**src/rtl/bit_serializer.sv**
```systemverilog
// bit_serializer: buffers WIDTH-bit words in a DEPTH-entry FIFO and emits
// them MSB-first, one bit per clock, as a gap-free serial stream for the
// downstream Mealy encoder. `hold` pauses the stream without losing data.
//
// Handshake: a word transfers on a rising edge where din_valid && din_ready.
// din_ready is !full, decoded from the registered count only, so it never
// depends on din_valid or on a pop in the same cycle. While full, an offered
// word is ignored even if the serializer pops on that same edge.
module bit_serializer #(
  parameter int WIDTH = 8,
  parameter int DEPTH = 4
) (
  input  logic             clk,
  input  logic             rst,
  input  logic [WIDTH-1:0] din,
  input  logic             din_valid,
  output logic             din_ready,
  input  logic             hold,
  output logic             xout,
  output logic             xout_valid,
  output logic             frame_start,
  output logic             busy,
  output logic             state_dbg
);

  localparam int AW = (DEPTH > 1) ? $clog2(DEPTH) : 1;
  localparam int CW = AW + 1;
  localparam int BW = $clog2(WIDTH);

  typedef enum logic {IDLE = 1'b0, SHIFT = 1'b1} state_t;

  state_t           state_q, state_d;
  logic [BW-1:0]    bits_left_q, bits_left_d;
  logic [WIDTH-1:0] sr_q, sr_d;
  logic             xout_q, xout_d;
  logic             xout_valid_q, xout_valid_d;
  logic             frame_start_q, frame_start_d;
  logic [AW-1:0]    wr_ptr_q, wr_ptr_d;
  logic [AW-1:0]    rd_ptr_q, rd_ptr_d;
  logic [CW-1:0]    count_q, count_d;
  logic [WIDTH-1:0] mem [DEPTH];

  logic             full;
  logic             push;
  logic             pop;
  logic [WIDTH-1:0] head;

  assign full      = (count_q == CW'(DEPTH));
  assign din_ready = !full;
  assign push      = din_valid && !full;
  assign head      = mem[rd_ptr_q];

  // Serializer next state: shift out the current word, or load the FIFO head
  // when idle so the next MSB follows the previous LSB with no gap.
  always_comb begin
    state_d       = state_q;
    bits_left_d   = bits_left_q;
    sr_d          = sr_q;
    xout_d        = 1'b0;
    xout_valid_d  = 1'b0;
    frame_start_d = 1'b0;
    pop           = 1'b0;
    if (!hold) begin
      case (state_q)
        SHIFT: begin
          xout_d       = sr_q[WIDTH-1];
          sr_d         = sr_q << 1;
          bits_left_d  = bits_left_q - BW'(1);
          xout_valid_d = 1'b1;
          if (bits_left_q == BW'(1)) state_d = IDLE;
        end
        default: begin
          if (count_q != '0) begin
            pop           = 1'b1;
            xout_d        = head[WIDTH-1];
            sr_d          = head << 1;
            bits_left_d   = BW'(WIDTH - 1);
            xout_valid_d  = 1'b1;
            frame_start_d = 1'b1;
            state_d       = SHIFT;
          end
        end
      endcase
    end
  end

  // FIFO pointer and occupancy bookkeeping; pointers wrap at DEPTH.
  always_comb begin
    wr_ptr_d = push ? wr_ptr_q + AW'(1) : wr_ptr_q;
    rd_ptr_d = pop  ? rd_ptr_q + AW'(1) : rd_ptr_q;
    count_d  = count_q + CW'(push) - CW'(pop);
  end

  // FIFO storage; contents need no reset since count gates every read.
  always_ff @(posedge clk) begin
    if (push) mem[wr_ptr_q] <= din;
  end

  // State register with asynchronous reset that drops any partial word.
  always_ff @(posedge clk or posedge rst) begin
    if (rst) begin
      state_q       <= IDLE;
      bits_left_q   <= '0;
      sr_q          <= '0;
      xout_q        <= 1'b0;
      xout_valid_q  <= 1'b0;
      frame_start_q <= 1'b0;
      wr_ptr_q      <= '0;
      rd_ptr_q      <= '0;
      count_q       <= '0;
    end else begin
      state_q       <= state_d;
      bits_left_q   <= bits_left_d;
      sr_q          <= sr_d;
      xout_q        <= xout_d;
      xout_valid_q  <= xout_valid_d;
      frame_start_q <= frame_start_d;
      wr_ptr_q      <= wr_ptr_d;
      rd_ptr_q      <= rd_ptr_d;
      count_q       <= count_d;
    end
  end

  assign xout        = xout_q;
  assign xout_valid  = xout_valid_q;
  assign frame_start = frame_start_q;
  assign busy        = (count_q != '0) || (bits_left_q != '0);
  assign state_dbg   = state_q;

endmodule

```
**config.mk**
```make
export PLATFORM = sky130hd
export DESIGN_NAME = bit_serializer
export DESIGN_NICKNAME = d
export VERILOG_FILES = /design/src/rtl/bit_serializer.sv
export SDC_FILE = /design/constraint.sdc
export NUM_CORES = 1
export LEC_CHECK = 0
export BUFFER_PORTS_ARGS = -buffer_cell sky130_fd_sc_hd__buf_4
export CORE_ASPECT_RATIO = 1.2
export CORE_MARGIN = 10
export CORE_UTILIZATION = 40
export DETAILED_ROUTE_END_ITERATION = 6
export HOLD_SLACK_MARGIN = 0.03
export PLACE_DENSITY = 0.53
export SYNTH_ARGS = -nofsm -noshare
export SYNTH_HDL_FRONTEND = slang
export SYNTH_SLANG_ARGS = --single-unit
```
**constraint.sdc**
```tcl
create_clock -name clk -period 5.3 [get_ports clk]
set_input_delay 0.795 -clock clk [delete_from_list [all_inputs] [get_ports clk]]
set_output_delay 0.795 -clock clk [all_outputs]
set_load 0.1 [all_outputs]
```
==> flow_results.org, run 1 <==
** Synth
- Netlist area before placement :: 2270 um^2
- Top_reg_cell synth :: sky130_fd_sc_hd__edfxtp_1
- Biggest area contributors in the synthesized netlist :: sky130_fd_sc_hd__edfxtp_1 42%, sky130_fd_sc_hd__dfrtp_1 23%, sky130_fd_sc_hd__ha_1 5.0%, sky130_fd_sc_hd__mux2_2 5.0%, sky130_fd_sc_hd__inv_1 3.0%
- After synthesis, the most frequently instantiated cells are 32 x sky130_fd_sc_hd__edfxtp_1, 21 x sky130_fd_sc_hd__dfrtp_1, 18 x sky130_fd_sc_hd__inv_1, 10 x sky130_fd_sc_hd__mux2_2, 9 x sky130_fd_sc_hd__ha_1.
- Gate count of the mapped netlist :: between 100 and 150
- Counting flops with a built-in enable in the synthesized netlist gives 32.
- During synthesis, Yosys emitted a total of 0 warnings.
- Dividing the synthesized area by the synthesized cell count gives 16.0 um^2.
- Number of flip-flops and latches in the synthesized netlist :: 53
- The most common cell in the synthesized netlist is sky130_fd_sc_hd__edfxtp_1.
- Share of synthesized area occupied by flip-flops and latches :: roughly 65%
- The synthesized netlist contains 36 unique library cells.
- After synthesis, the share of flip-flops with an asynchronous set or reset is roughly two fifths.
- Synth Net Count :: 164
- The top cell type by area accounts for 42.3% of the synthesized area.
- The largest total area in the synthesized netlist belongs to sky130_fd_sc_hd__edfxtp_1.

** Floorplan
- The core region is around 5600 um^2.
- From left edge to right edge, the die measures 88.8 um.
- The die is 103 um tall.
- Effective utilization at floorplan :: 40.6%
- The die covers between 9000 and 10000 um^2.
- In this run the core area contains 30 standard-cell rows.
- I/O pins :: 18

** Detailed routing
- In this run the remaining antenna-violating nets after routing total 0.
- Total Wirelength :: 3930 um
- In the routed design, unresolved DRC markers number 0.
- DR WL/cell :: 17.3 um
- The routed layout has 1182 vias.
- 1st-iter DRT viols :: 107
- Via-per-instance ratio :: 5.18
- 1st-pass router iterations :: 5

** Setup path
- In this run the worst path has a maximum fanout of 16.
- The critical path starts at state_dbg$_DFFE_PP0N_.
- Terminus of the critical flop-to-flop path :: count_q[2]$_DFF_PP0_
- The critical path contains buffers and inverters numbering 2 combined.
- Reg-to-reg startpoint :: state_dbg$_DFFE_PP0N_
- The worst register-to-register path has a setup slack of 2.88 ns.
- Data on the critical path arrives at its endpoint at around 2.6 ns.
- Critical path class :: reg2reg
- Worst Setup Start Kind :: register
- Max stage delay cell, worst path :: sky130_fd_sc_hd__dfrtp_1
- Data required time at the worst endpoint :: 5.50 ns
- The worst register-to-register path has a depth of 8.
- Nature of the critical path endpoint :: register
- Cell type group with the largest total delay on the critical path :: adder cells
- Cells along the critical path :: nor3_2 > ha_1 > inv_1 > ha_1 > inv_1 > fa_1 > xnor2_1 > xnor2_1
- For this run, the slowest stage of the critical path takes 0.59 ns.

** Placed design
- Routability-driven placement finished with a final weighted congestion of 0.760.
- Area after DPL :: 2450 um^2
- Timing analysis after detailed placement gives a worst setup slack of 2.61 ns.
- In this run the tool buffered the top-level ports with 17 buffer cells.
- Detailed placement ended at an HPWL of about 2800 um.

** Final layout
- From synthesis to final layout, the design area changed by 11.6%.
- Final non-filler cell area :: 2540 um^2
- For this run, the post-layout net count is 185.
- Of the cells placed in the final design, the portion with a size suffix greater than 1 is 29.3%.
- The repair_antennas step left the layout with diodes totalling 0.

** Pwr
- Maximum vdd ir drop :: between 0.15 and 0.2 mV
- Static leakage :: ~1.0 nW
- Power density over cell area :: 531 nW/um^2
- Total power for the finished layout comes to 1.35 mW.

** Hold path
- The startpoint identified for the worst hold timing path is bits_left_q[0]$_DFFE_PP0P_.
- Counting instances, the worst hold path has a depth of 1.
- The min-delay analysis places its worst path in the category reg2reg.
- The worst hold path terminates at bits_left_q[0]$_DFFE_PP0P_.

** Timing
- Setup violations remaining at the end of the flow were counted as 0.
- The clock period could shrink to 2.42 ns.
- Final TNS setup :: 0 ns
- Slew Limit Fails :: 0
- Across the routed clock network, the largest skew measured is around 0.0058 ns.
- Period Utilization, post-route :: 45.6%
- Final Hold Fails :: 0
- Once routing completed, OpenROAD measured the worst setup slack at between 2 and 3 ns.
- Final hold slack :: 0.519 ns
- The worst pin sits at a relative slew slack of 46.3%.
- Setup repair after global routing missed its margin :: no
- Transition time of the tightest slew-check pin :: about 0.8 ns
- Fmax :: 414 MHz

** CTS
- H-tree level count :: 2
- TritonCTS built the clock tree.
- The later pin in the worst-skew pair is clocked with a latency of 0.30 ns.
- No sink is reached through more buffers than the 2 on the longest clock path.
- Number of hold-repair buffers added at the cts stage :: 0
- The tree is rooted in a sky130_fd_sc_hd__clkbuf_8.
- After clock tree synthesis, the clock-pin slew on the worst setup and hold paths is 0.09 ns.
- TritonCTS created 5 clock buffers.
- The clock drives 53 sinks.
- Buffers added to address setup during post-CTS repair amount to 0.
- Post-CTS resize count :: 0

** Status
- Outcome :: completed

** Job
- Max-cap violations in this run came to 0.

** GRT
- GRT Residual Overflow :: 0
- The number of global-route vias before repair is around 1.3k.
- First-pass GRT wire length :: 6600 um
- Maximum number of pins on one net before global-route repair :: 22
- Global-route total usage across every layer :: 9.63%
- Initial antenna violation count :: 0
==> logic make-up (layout without fill, tap and decap cells) <==
group,count (synthesis),count (layout),share of synthesized area (%)
buffers and inverters,22,44,4.57
xor gates and xnor gates,5,5,1.93
AOI/OAI and AO/OA,13,13,4.90
DFF,53,53,65.4
muxes,21,21,11.7
and+or+nand+nor,18,18,5.67
adders and majority gates,10,10,5.83
==> through the flow <==
stage / cells / util [%]
floorplan: 142 / -
global placement: 220 / 43.8
detailed placement: 220 / 43.8
CTS: 228 / 45.4
global route: 228 / 45.4
finish: 228 / 45.4
==> where the power goes <==
| part | switching [mW] | internal [mW] | total, mW |
|---|---|---|---|
| Clock | 0.127 | 0.0909 | 0.218 |
| Sequential | 0.0973 | 0.563 | 0.660 |
| Combinational | 0.262 | 0.207 | 0.469 |
==> state kept, by name (all words and copies together), names as in the netlist <==
register	flops
state_dbg	1
count_q	3
sr_q	7
frame_start	1
xout_valid	1
rd_ptr_q	2
bits_left_q	3
wr_ptr_q	2
xout	1
mem	32
==> cell type report <==
type	count	area, um^2
inverter	19	73.8
multi-input combinational	67	683
sequential	53	1490
clock inverter	3	17.5
tap	64	80.1
fill	502	3060
clock buffer	5	68.8
timing repair buffer	17	128
==> layer usage <==
metal | vias to the layer above | wire [um] | global-route usage (%)
met1 | 591 | 1680 | 11.7
li1 | 562 | - | -
met4 | 0 | 89 | 4.23
met2 | 22 | 1970 | 15.2
met3 | 7 | 199 | 3.24
met5 | - | 0 | 0
==> worst reg2reg max path, cell delays in order (launching register included) <==
cell and delay [ns]:
sky130_fd_sc_hd__dfrtp_1 0.59, sky130_fd_sc_hd__nor3_2 0.50, sky130_fd_sc_hd__ha_1 0.31, sky130_fd_sc_hd__inv_1 0.06
sky130_fd_sc_hd__ha_1 0.13, sky130_fd_sc_hd__inv_1 0.05, sky130_fd_sc_hd__fa_1 0.40, sky130_fd_sc_hd__xnor2_1 0.15
sky130_fd_sc_hd__xnor2_1 0.13
==> placed cells by master (no fill, tap or decap), drive strengths merged, types with 2 or more instances in the layout <==
cell and instances:
clkbuf 5, mux4 2, inv 19, mux2i 6, mux2 13, xnor2 4
ha 9, dfrtp 21, and3 5, or3b 2, buf 17, nor4 2
edfxtp 32, nand3 2, clkinvlp 2, a21o 2, nor3 2, a222oi 6
==> worst max-delay path by stage <==
stage                            to  cells past startpoint
5_1_grt        count_q[2]$_DFF_PP0_                      8
3_5_place_dp   count_q[2]$_DFF_PP0_                      9
2_1_floorplan  count_q[2]$_DFF_PP0_                      8
4_1_cts        count_q[2]$_DFF_PP0_                      8
3_3_place_gp   count_q[2]$_DFF_PP0_                      9
6_report       count_q[2]$_DFF_PP0_                      8
Power figures use the tool's default switching activity.
==> run 2, diff against run 1 <==
- ABC_AREA: not set -> 1
- clock period: 5.3 -> 2.3 ns (I/O delays scaled with it)
==> run 2 against run 1 <==
Against the previous run:
- design area is 8.3% higher
- largest cell class unchanged
- sequential cell count stayed put
- final cell count is 44% higher
- global-route usage hardly changed
- core utilization is 2.8 points higher
- largest power group unchanged
- clock-buffer cell count stayed put
- hold slack worse by 0.49 ns
- synthesized area is 4.6% higher
- wire length is 8.4% higher
- critical path depth is 2 higher
==> flow_results.org, run 2 <==
** GRT
- Vias in the first global route :: 1532
- The first global-routing pass estimated 7390 um of wire.
- Entering global routing, the biggest net connects 18 pins.
- The total overflow left after global routing is 0.
- The number of antenna violations at the first check in global routing was 0.
- Global-route total usage across every layer :: 9.65%

** Detailed routing
- In the routed layout, each cell is associated on average with a via count of about 4.5.
- Detailed-route via count :: 1478
- Uppermost metal layer occupied by signal nets :: met4
- In the final routed layout, each cell accounts on average for 13.0 um.
- Met2 Wirelength :: 2000 um
- After detailed routing, the total wire length is 4260 um.
- The detailed router finished its first iteration with 55 violations.
- Met1 Routed Length :: 2060 um
- DRC violations left :: 0
- Once detail routing completed, the nets flagged for antenna violations numbered 0.
- Detailed routing placed a total of 125 um of wire on met3.
- 1st-pass router iterations :: 4

** Floorplan
- The die covers 9440 um^2.
- The floorplan step defined a core boundary enclosing 5710 um^2.
- Effective utilization at floorplan :: 41.7%
- In this run the vertical extent of the chip is about 100 um.
- Measured along the x axis, the die boundary spans approximately 90 um.
- Number of rows created at floorplan :: 30
- 18 I/O pins were placed.

** Placed design
- Buffers placed on the I/O ports in this run total 17.
- Before CTS, the worst setup slack after placement is 0.242 ns.
- Last weighted congestion value of the routability-driven placer :: approximately 0.76
- Placed Cells :: 320
- Detailed placement HPWL :: 3000 um
- Area after DPL :: roughly 2600 um^2

** CTS
- Post-CTS resize count :: 0
- Clock root buffer :: sky130_fd_sc_hd__clkbuf_8
- The H-tree was split into 2 levels.
- Sinks on the clock net :: 53
- Setup Fix Bufs, Post-CTS :: 0
- Longest Clk Path Bufs :: 2
- Clock tree from TritonCTS :: done
- Source-to-sink clock delay at the later pin of the worst-skew pair :: 0.31 ns
- Register clock-pin slew on the reported worst setup and hold paths :: 0.09 ns
- Number of hold-repair buffers added at the cts stage :: 0
- Number of buffers created by CTS :: 5

** Final layout
- For this run, the number of standard cells in the final layout without fillers is 328.
- Final nets :: 269
- In the layout the commonest cells are 60 x sky130_fd_sc_hd__nand2_1, 32 x sky130_fd_sc_hd__edfxtp_1, 26 x sky130_fd_sc_hd__buf_4, 23 x sky130_fd_sc_hd__inv_1, 21 x sky130_fd_sc_hd__nand3_1.
- Relative to the synthesized area, the layout overhead comes to 15.6%.
- In the final layout, the registers with the most flip-flops are mem (32), sr_q (7).
- Register with the highest flop count :: mem
- Fraction of final layout cells sized beyond drive strength 1 :: just over 20%
- Commonest non-fill, non-tap cell in the layout :: sky130_fd_sc_hd__nand2_1
- Cells fill 48.2% of the core in the end.
- Largest register FFs :: 32
- After routing the design area is 2750 um^2.
- Number of antenna diodes :: 0
- Layout filler cell count :: about 560

** Setup path
- The worst register-to-register path begins at count_q[1]$_DFF_PP0_.
- Worst Setup Start Kind :: register
- Critical path class :: reg2reg
- Of all nets on the critical path, the largest fanout is 4.
- Cells on worst reg2reg path :: 10
- Nature of the critical path endpoint :: register
- The setup check on the worst reg-to-reg path leaves a slack of 0.24 ns.
- In this run the critical register-to-register path is captured at count_q[2]$_DFF_PP0_.
- STA puts the critical path data arrival time at roughly 2.3 ns.
- STA puts the critical path data required time at 2.50 ns.

** Pwr
- The analysis attributes to net switching a power of around 1.4 mW.
- Internal power comes to 2.11 mW.
- Maximum vdd ir drop :: 0.551 mV
- In this run the power density over the cells is 1290 nW/um^2.
- Switch share :: 40.4%
- Proportion of power drawn by combinational gates :: 39.0%
- The analysis attributes to cell leakage a power of 1.23 nW.
- Part of the total power dissipated in the clock network :: 17.9%
- Share of power burned in registers :: 43.1%
- Total power consumption of the routed design :: 3.54 mW

** Synth
- By instance count, the leading cell after synthesis is sky130_fd_sc_hd__nand2_1.
- The most used flip-flop cell after synthesis is sky130_fd_sc_hd__edfxtp_1.
- When the netlist entered floorplanning its net count stood at 242.
- Biggest area contributors in the synthesized netlist :: sky130_fd_sc_hd__edfxtp_1 40%, sky130_fd_sc_hd__dfrtp_1 22%, sky130_fd_sc_hd__nand2_1 9.6%, sky130_fd_sc_hd__ha_1 4.7%, sky130_fd_sc_hd__nand3_1 4.4%
- Asr flop ratio synth :: roughly 40%
- Total number of yosys warnings :: 0
- In this run, synthesis inferred 32 flip-flops with an integrated enable.
- Synthesis instantiated 28 different standard cells from the library.
- The synthesized design contains 53 register bits.
- The synthesized design spends more area on one cell type than any other, namely sky130_fd_sc_hd__edfxtp_1.
- The average instance in the mapped netlist occupies 10.8 um^2.
- Synthesis produced a netlist whose cell count is 220.
- Top cell type's share of synthesized area :: 40.4%
- Share of synthesized area occupied by flip-flops and latches :: 62.5%
- After synthesis, the most frequently instantiated cells are 61 x sky130_fd_sc_hd__nand2_1, 32 x sky130_fd_sc_hd__edfxtp_1, 23 x sky130_fd_sc_hd__inv_1, 21 x sky130_fd_sc_hd__dfrtp_1, 21 x sky130_fd_sc_hd__nand3_1.
- Netlist area before placement :: 2380 um^2

** Timing
- Fmax :: 485 MHz
- The number of hold-slack violations in the final timing report came to 0.
- Headroom to the max-slew limit :: 67.6%
- Setup violations remaining at the end of the flow were counted as 0.
- Transition time of the tightest slew-check pin :: 0.486 ns
- Across all setup checks in the final design, the least slack found is 0.238 ns.
- Setup repair after global routing missed its margin :: no
- The number of max-slew violations in the final report came to 0.
- Period Utilization, post-route :: about nine tenths
- Final hold analysis gives a worst-case slack of roughly 0.032 ns.
- Subtracting the final worst setup slack from the clock period gives 2.06 ns.
- Layout Skew :: 0.0110 ns
- Final TNS setup :: 0 ns

** Hold path
- The path class of the tightest hold or removal check is in2async.

** Status
- Outcome :: completed

** Job
- Max-cap check violation count :: 0
[run 2: critical path, cell delays in order (launching register included)]
cell	delay, ns
sky130_fd_sc_hd__dfrtp_1	0.46
sky130_fd_sc_hd__nor2_4	0.22
sky130_fd_sc_hd__nand2_1	0.09
sky130_fd_sc_hd__nand3_2	0.07
sky130_fd_sc_hd__inv_1	0.07
sky130_fd_sc_hd__ha_1	0.29
sky130_fd_sc_hd__inv_1	0.05
sky130_fd_sc_hd__ha_1	0.12
sky130_fd_sc_hd__inv_1	0.05
sky130_fd_sc_hd__fa_1	0.40
sky130_fd_sc_hd__xnor2_1	0.14
[run 2: how the worst max path moves through the flow]
stage | from | end | slack [ns] | cells past startpoint
4_1_cts | count_q[1]$_DFF_PP0_ | count_q[2]$_DFF_PP0_ | 0.22 | 10
2_1_floorplan | state_dbg$_DFFE_PP0N_ | count_q[2]$_DFF_PP0_ | 0.10 | 9
5_1_grt | count_q[1]$_DFF_PP0_ | count_q[2]$_DFF_PP0_ | 0.09 | 10
3_3_place_gp | count_q[1]$_DFF_PP0_ | count_q[2]$_DFF_PP0_ | 0.27 | 10
3_5_place_dp | count_q[1]$_DFF_PP0_ | count_q[2]$_DFF_PP0_ | 0.24 | 10
6_report | count_q[1]$_DFF_PP0_ | count_q[2]$_DFF_PP0_ | 0.24 | 10
[run 2: cell type report]
class	instances	area (um^2)	share of cell area [%]
clock buffer	5	68.8	2.50
timing repair buffer	26	195	7.10
sequential	53	1490	54.1
clock inverter	3	43.8	1.59
inverter	26	97.6	3.55
tap	80	100	3.64
multi-input combinational	135	756	27.5
[run 2: logic make-up (layout without fill, tap and decap cells)]
| family | count (synthesis) | in the layout | synth area share, % |
|---|---|---|---|
| simple gates | 108 | 108 | 20.9 |
| buf+inv | 32 | 60 | 6.05 |
| flops | 53 | 53 | 62.5 |
| compound gates | 12 | 12 | 3.16 |
| fa+ha+maj | 10 | 10 | 5.58 |
| xor+xnor | 5 | 5 | 1.84 |
[run 2: layer usage]
metal | track usage (%) | up-vias
met5 | 0 | -
met4 | 4.10 | 0
met3 | 2.60 | 6
met2 | 15.6 | 18
met1 | 11.8 | 693
li1 | - | 761
[run 2: power groups by stage]
| stage | clock, mW | sequential, mW | combinational (mW) |
|---|---|---|---|
| 2_1_floorplan | 0 | 1.63 | 0.978 |
| 3_3_place_gp | 0 | 1.55 | 1.40 |
| 3_5_place_dp | 0 | 1.55 | 1.41 |
| 4_1_cts | 0.654 | 1.53 | 1.42 |
| 5_1_grt | 0.686 | 1.57 | 1.58 |
| 6_report | 0.633 | 1.52 | 1.38 |
==> run 3, diff against run 2 <==
- CELL_PAD_IN_SITES_DETAIL_PLACEMENT: not set -> 0
- CELL_PAD_IN_SITES_GLOBAL_PLACEMENT: not set -> 1
- CORE_MARGIN: 10 -> 2
- MAX_ROUTING_LAYER: not set -> met4
- PLACE_DENSITY: 0.53 -> 0.64
==> run 3 against run 2 <==
Against the previous run:
- first-iteration DRC count grew 1.8%
- via count about the same
- critical path type unchanged
- clock-buffer cell count stayed put
- largest cell class unchanged
==> flow_results.org, run 3 (synthesis gave the netlist of run 2 again) <==
** Floorplan
- The die covers between 6000 and 7000 um^2.
- Area of the core region :: 5710 um^2
- Chip width :: 74.4 um
- The initial utilization of the core area, before any placement, comes to 41.7%.
- I/O pins :: 18
- Number of rows created at floorplan :: 30
- Vert. Die Dim :: 88.5 um

** Detailed routing
- The first routing iteration left 56 violations.
- The count of nets left with antenna violations once routing finished came out at 0.
- The routed design has 4130 um of wire.
- Detailed-route via count :: about 1.5k
- The first detailed-routing pass ran for 4 iterations.
- DR WL/cell :: 12.6 um
- Via-per-instance ratio :: 4.51
- DRC violations left :: 0

** Pwr
- Dividing total power by cell area gives a power density of around 1300 nW/um^2.
- Total power consumption of the routed design :: 3.41 mW
- The worst-case IR drop observed on VDD is 0.465 mV.
- In this run the static leakage power is 1.21 nW.

** GRT
- The number of antenna violations at the first check in global routing is 0.
- met2 is the most crowded layer.
- The number of global-route vias before repair was 1458.
- First-pass GRT wire length :: 7250 um
- Global routing finished with a remaining overflow of 0.
- Met2 GRT Util :: 24.3%
- In the global route stage, met3 resource usage came out at 3.42%.
- Maximum number of pins on one net before global-route repair :: 16
- Across every metal layer, demand over resource in global routing totals 15.4%.
- Global routing met1 resource utilization :: between 20% and 30%

** Placed design
- Last weighted congestion value of the routability-driven placer :: 0.763
- Port buffering added 17 buffers.
- Detailed placement HPWL :: roughly 2900 um

** Final layout
- Fraction of final layout cells sized beyond drive strength 1 :: between 10% and 20%
- Register with the highest flop count :: mem
- In the layout the commonest cells are 60 x sky130_fd_sc_hd__nand2_1, 32 x sky130_fd_sc_hd__edfxtp_1, 26 x sky130_fd_sc_hd__buf_4, 23 x sky130_fd_sc_hd__inv_1, 21 x sky130_fd_sc_hd__nand3_1.
- Largest register FFs :: 32
- 0 antenna diodes ended up in the layout.
- Area growth from synthesis to layout :: 14.3%
- Largest registers :: mem (32), sr_q (7)
- The net count of the finished layout is 269.
- Summing all multi-input logic gate instances after layout gives 756 um^2.
- The library cell used most frequently in the layout, excluding fill and tap cells, is sky130_fd_sc_hd__nand2_1.
- Layout filler cell count :: 550
- Area of all sequential standard cells :: 1490 um^2

** Timing
- Setup repair after global routing left no endpoint under its margin.
- The number of max-slew violations in the final report is 0.
- Headroom to the max-slew limit came out at about three fifths.
- The worst path uses 89.8% of the clock period.
- Post-route minimum period :: 2.07 ns
- Fmax :: just under 500 MHz
- Setup violations remaining at the end of the flow were counted as 0.
- Clock skew on the completed layout was measured at 0.00803 ns.
- The number of hold-slack violations in the final timing report was 0.
- Transition time of the tightest slew-check pin :: 0.577 ns
- Adding up every negative setup slack in the final design gives 0 ns.

** CTS
- H-tree level count :: 2
- In this run the post-CTS setup repair buffer count came out at 0.
- Clock tree synthesis inserted a total of 5 buffers.
- Number of hold-repair buffers added at the cts stage :: 0
- Source-to-sink clock delay at the later pin of the worst-skew pair :: about 0.30 ns
- Clock tree from TritonCTS :: done
- Clock root buffer :: sky130_fd_sc_hd__clkbuf_8
- Sinks on the clock net :: 53
- Longest Clk Path Bufs :: 2
- Once the clock tree was built, the resizer swapped 0 gates to a different size.
- Clock-pin slew was measured on the worst setup and hold paths at 0.09 ns.

** Setup path
- Cells along the critical path :: nor2_4 > nand2_1 > nand3_2 > inv_1 > ha_1 > inv_1 > ha_1 > inv_1 > fa_1 > xnor2_1
- The worst setup path is launched from a register.
- By instance count, the cell type seen most on the critical path is sky130_fd_sc_hd__inv_1.
- At the worst endpoint, the arrival time is 2.26 ns.
- The worst setup path is captured at a register.
- Data required time at the worst endpoint :: 2.50 ns
- Slowest stage delay, CP :: 0.46 ns
- Max stage delay cell, worst path :: sky130_fd_sc_hd__dfrtp_1
- Critical path class :: reg2reg
- In this run the worst path has a maximum fanout of 4.

** Status
- The run finished with clean final reports.

** Job
- Max-cap check violation count :: 0

** Hold path
- The worst hold path belongs to the class in2async.
[run 3: routing by layer]
metal  wire (um)  vias up
li1            -      762
met3         109        5
met5           0        -
met1        1970      696
met2        1990       16
met4          64        0
[run 3: cell type report]
class	instances	area share, %
flip-flops and latches	53	54.7
multi-input cells	135	27.8
repair buffers	26	7.18
well taps	80	3.68
inverters	26	3.59
clock buffers	5	2.53
clock inverters	3	0.460
[run 3: final timing paths]
| check | slack, ns | depth (start not counted) | startpoint | to |
|---|---|---|---|---|
| worst min-delay path | 0.1 | 2 | rst | count_q[2]$_DFF_PP0_ |
| max in group asynchronous | 1.68 | 3 | rst | bits_left_q[2]$_DFFE_PP0P_ |
| worst min register to register | 0.50 | 2 | sr_q[2]$_DFFE_PP0P_ | sr_q[2]$_DFFE_PP0P_ |
| worst max register to register | 0.23 | 10 | count_q[1]$_DFF_PP0_ | count_q[2]$_DFF_PP0_ |
| worst max-delay path | 0.23 | 10 | count_q[1]$_DFF_PP0_ | count_q[2]$_DFF_PP0_ |
| min in group clk | 0.24 | 1 | din[1] | mem[0][1]$_DFFE_PP_ |
[run 3: critical path, delay by kind of cell (launching register included)]
kind	cells	cell delay [ns]
adder cells (fa/ha/maj)	3	0.82
XOR/XNOR	1	0.14
buffers and inverters	3	0.18
AND/OR/NAND/NOR	3	0.38
flip-flops	1	0.46
[run 3: power breakdown]
group	total (mW)	switching (mW)	internal [mW]
clock network	0.487	0.281	0.206
logic	1.39	0.916	0.470
registers	1.53	0.222	1.31
total	3.41	1.42	1.99
[run 3: per-stage QoR]
stage / hold slack, ns / area [um^2] / std cells / setup WS [ns] / utilization (%)
3_5_place_dp: 0.446 / 2640 / 320 / 0.229 / 46.2
3_3_place_gp: 0.464 / 2640 / 320 / 0.286 / 46.2
2_1_floorplan: 0.321 / 2390 / 220 / 0.100 / -
6_report: 0.0953 / 2720 / 328 / 0.234 / 47.6
5_1_grt: 0.144 / 2720 / 328 / 0.0860 / 47.6
4_1_cts: 0.115 / 2720 / 328 / 0.217 / 47.6
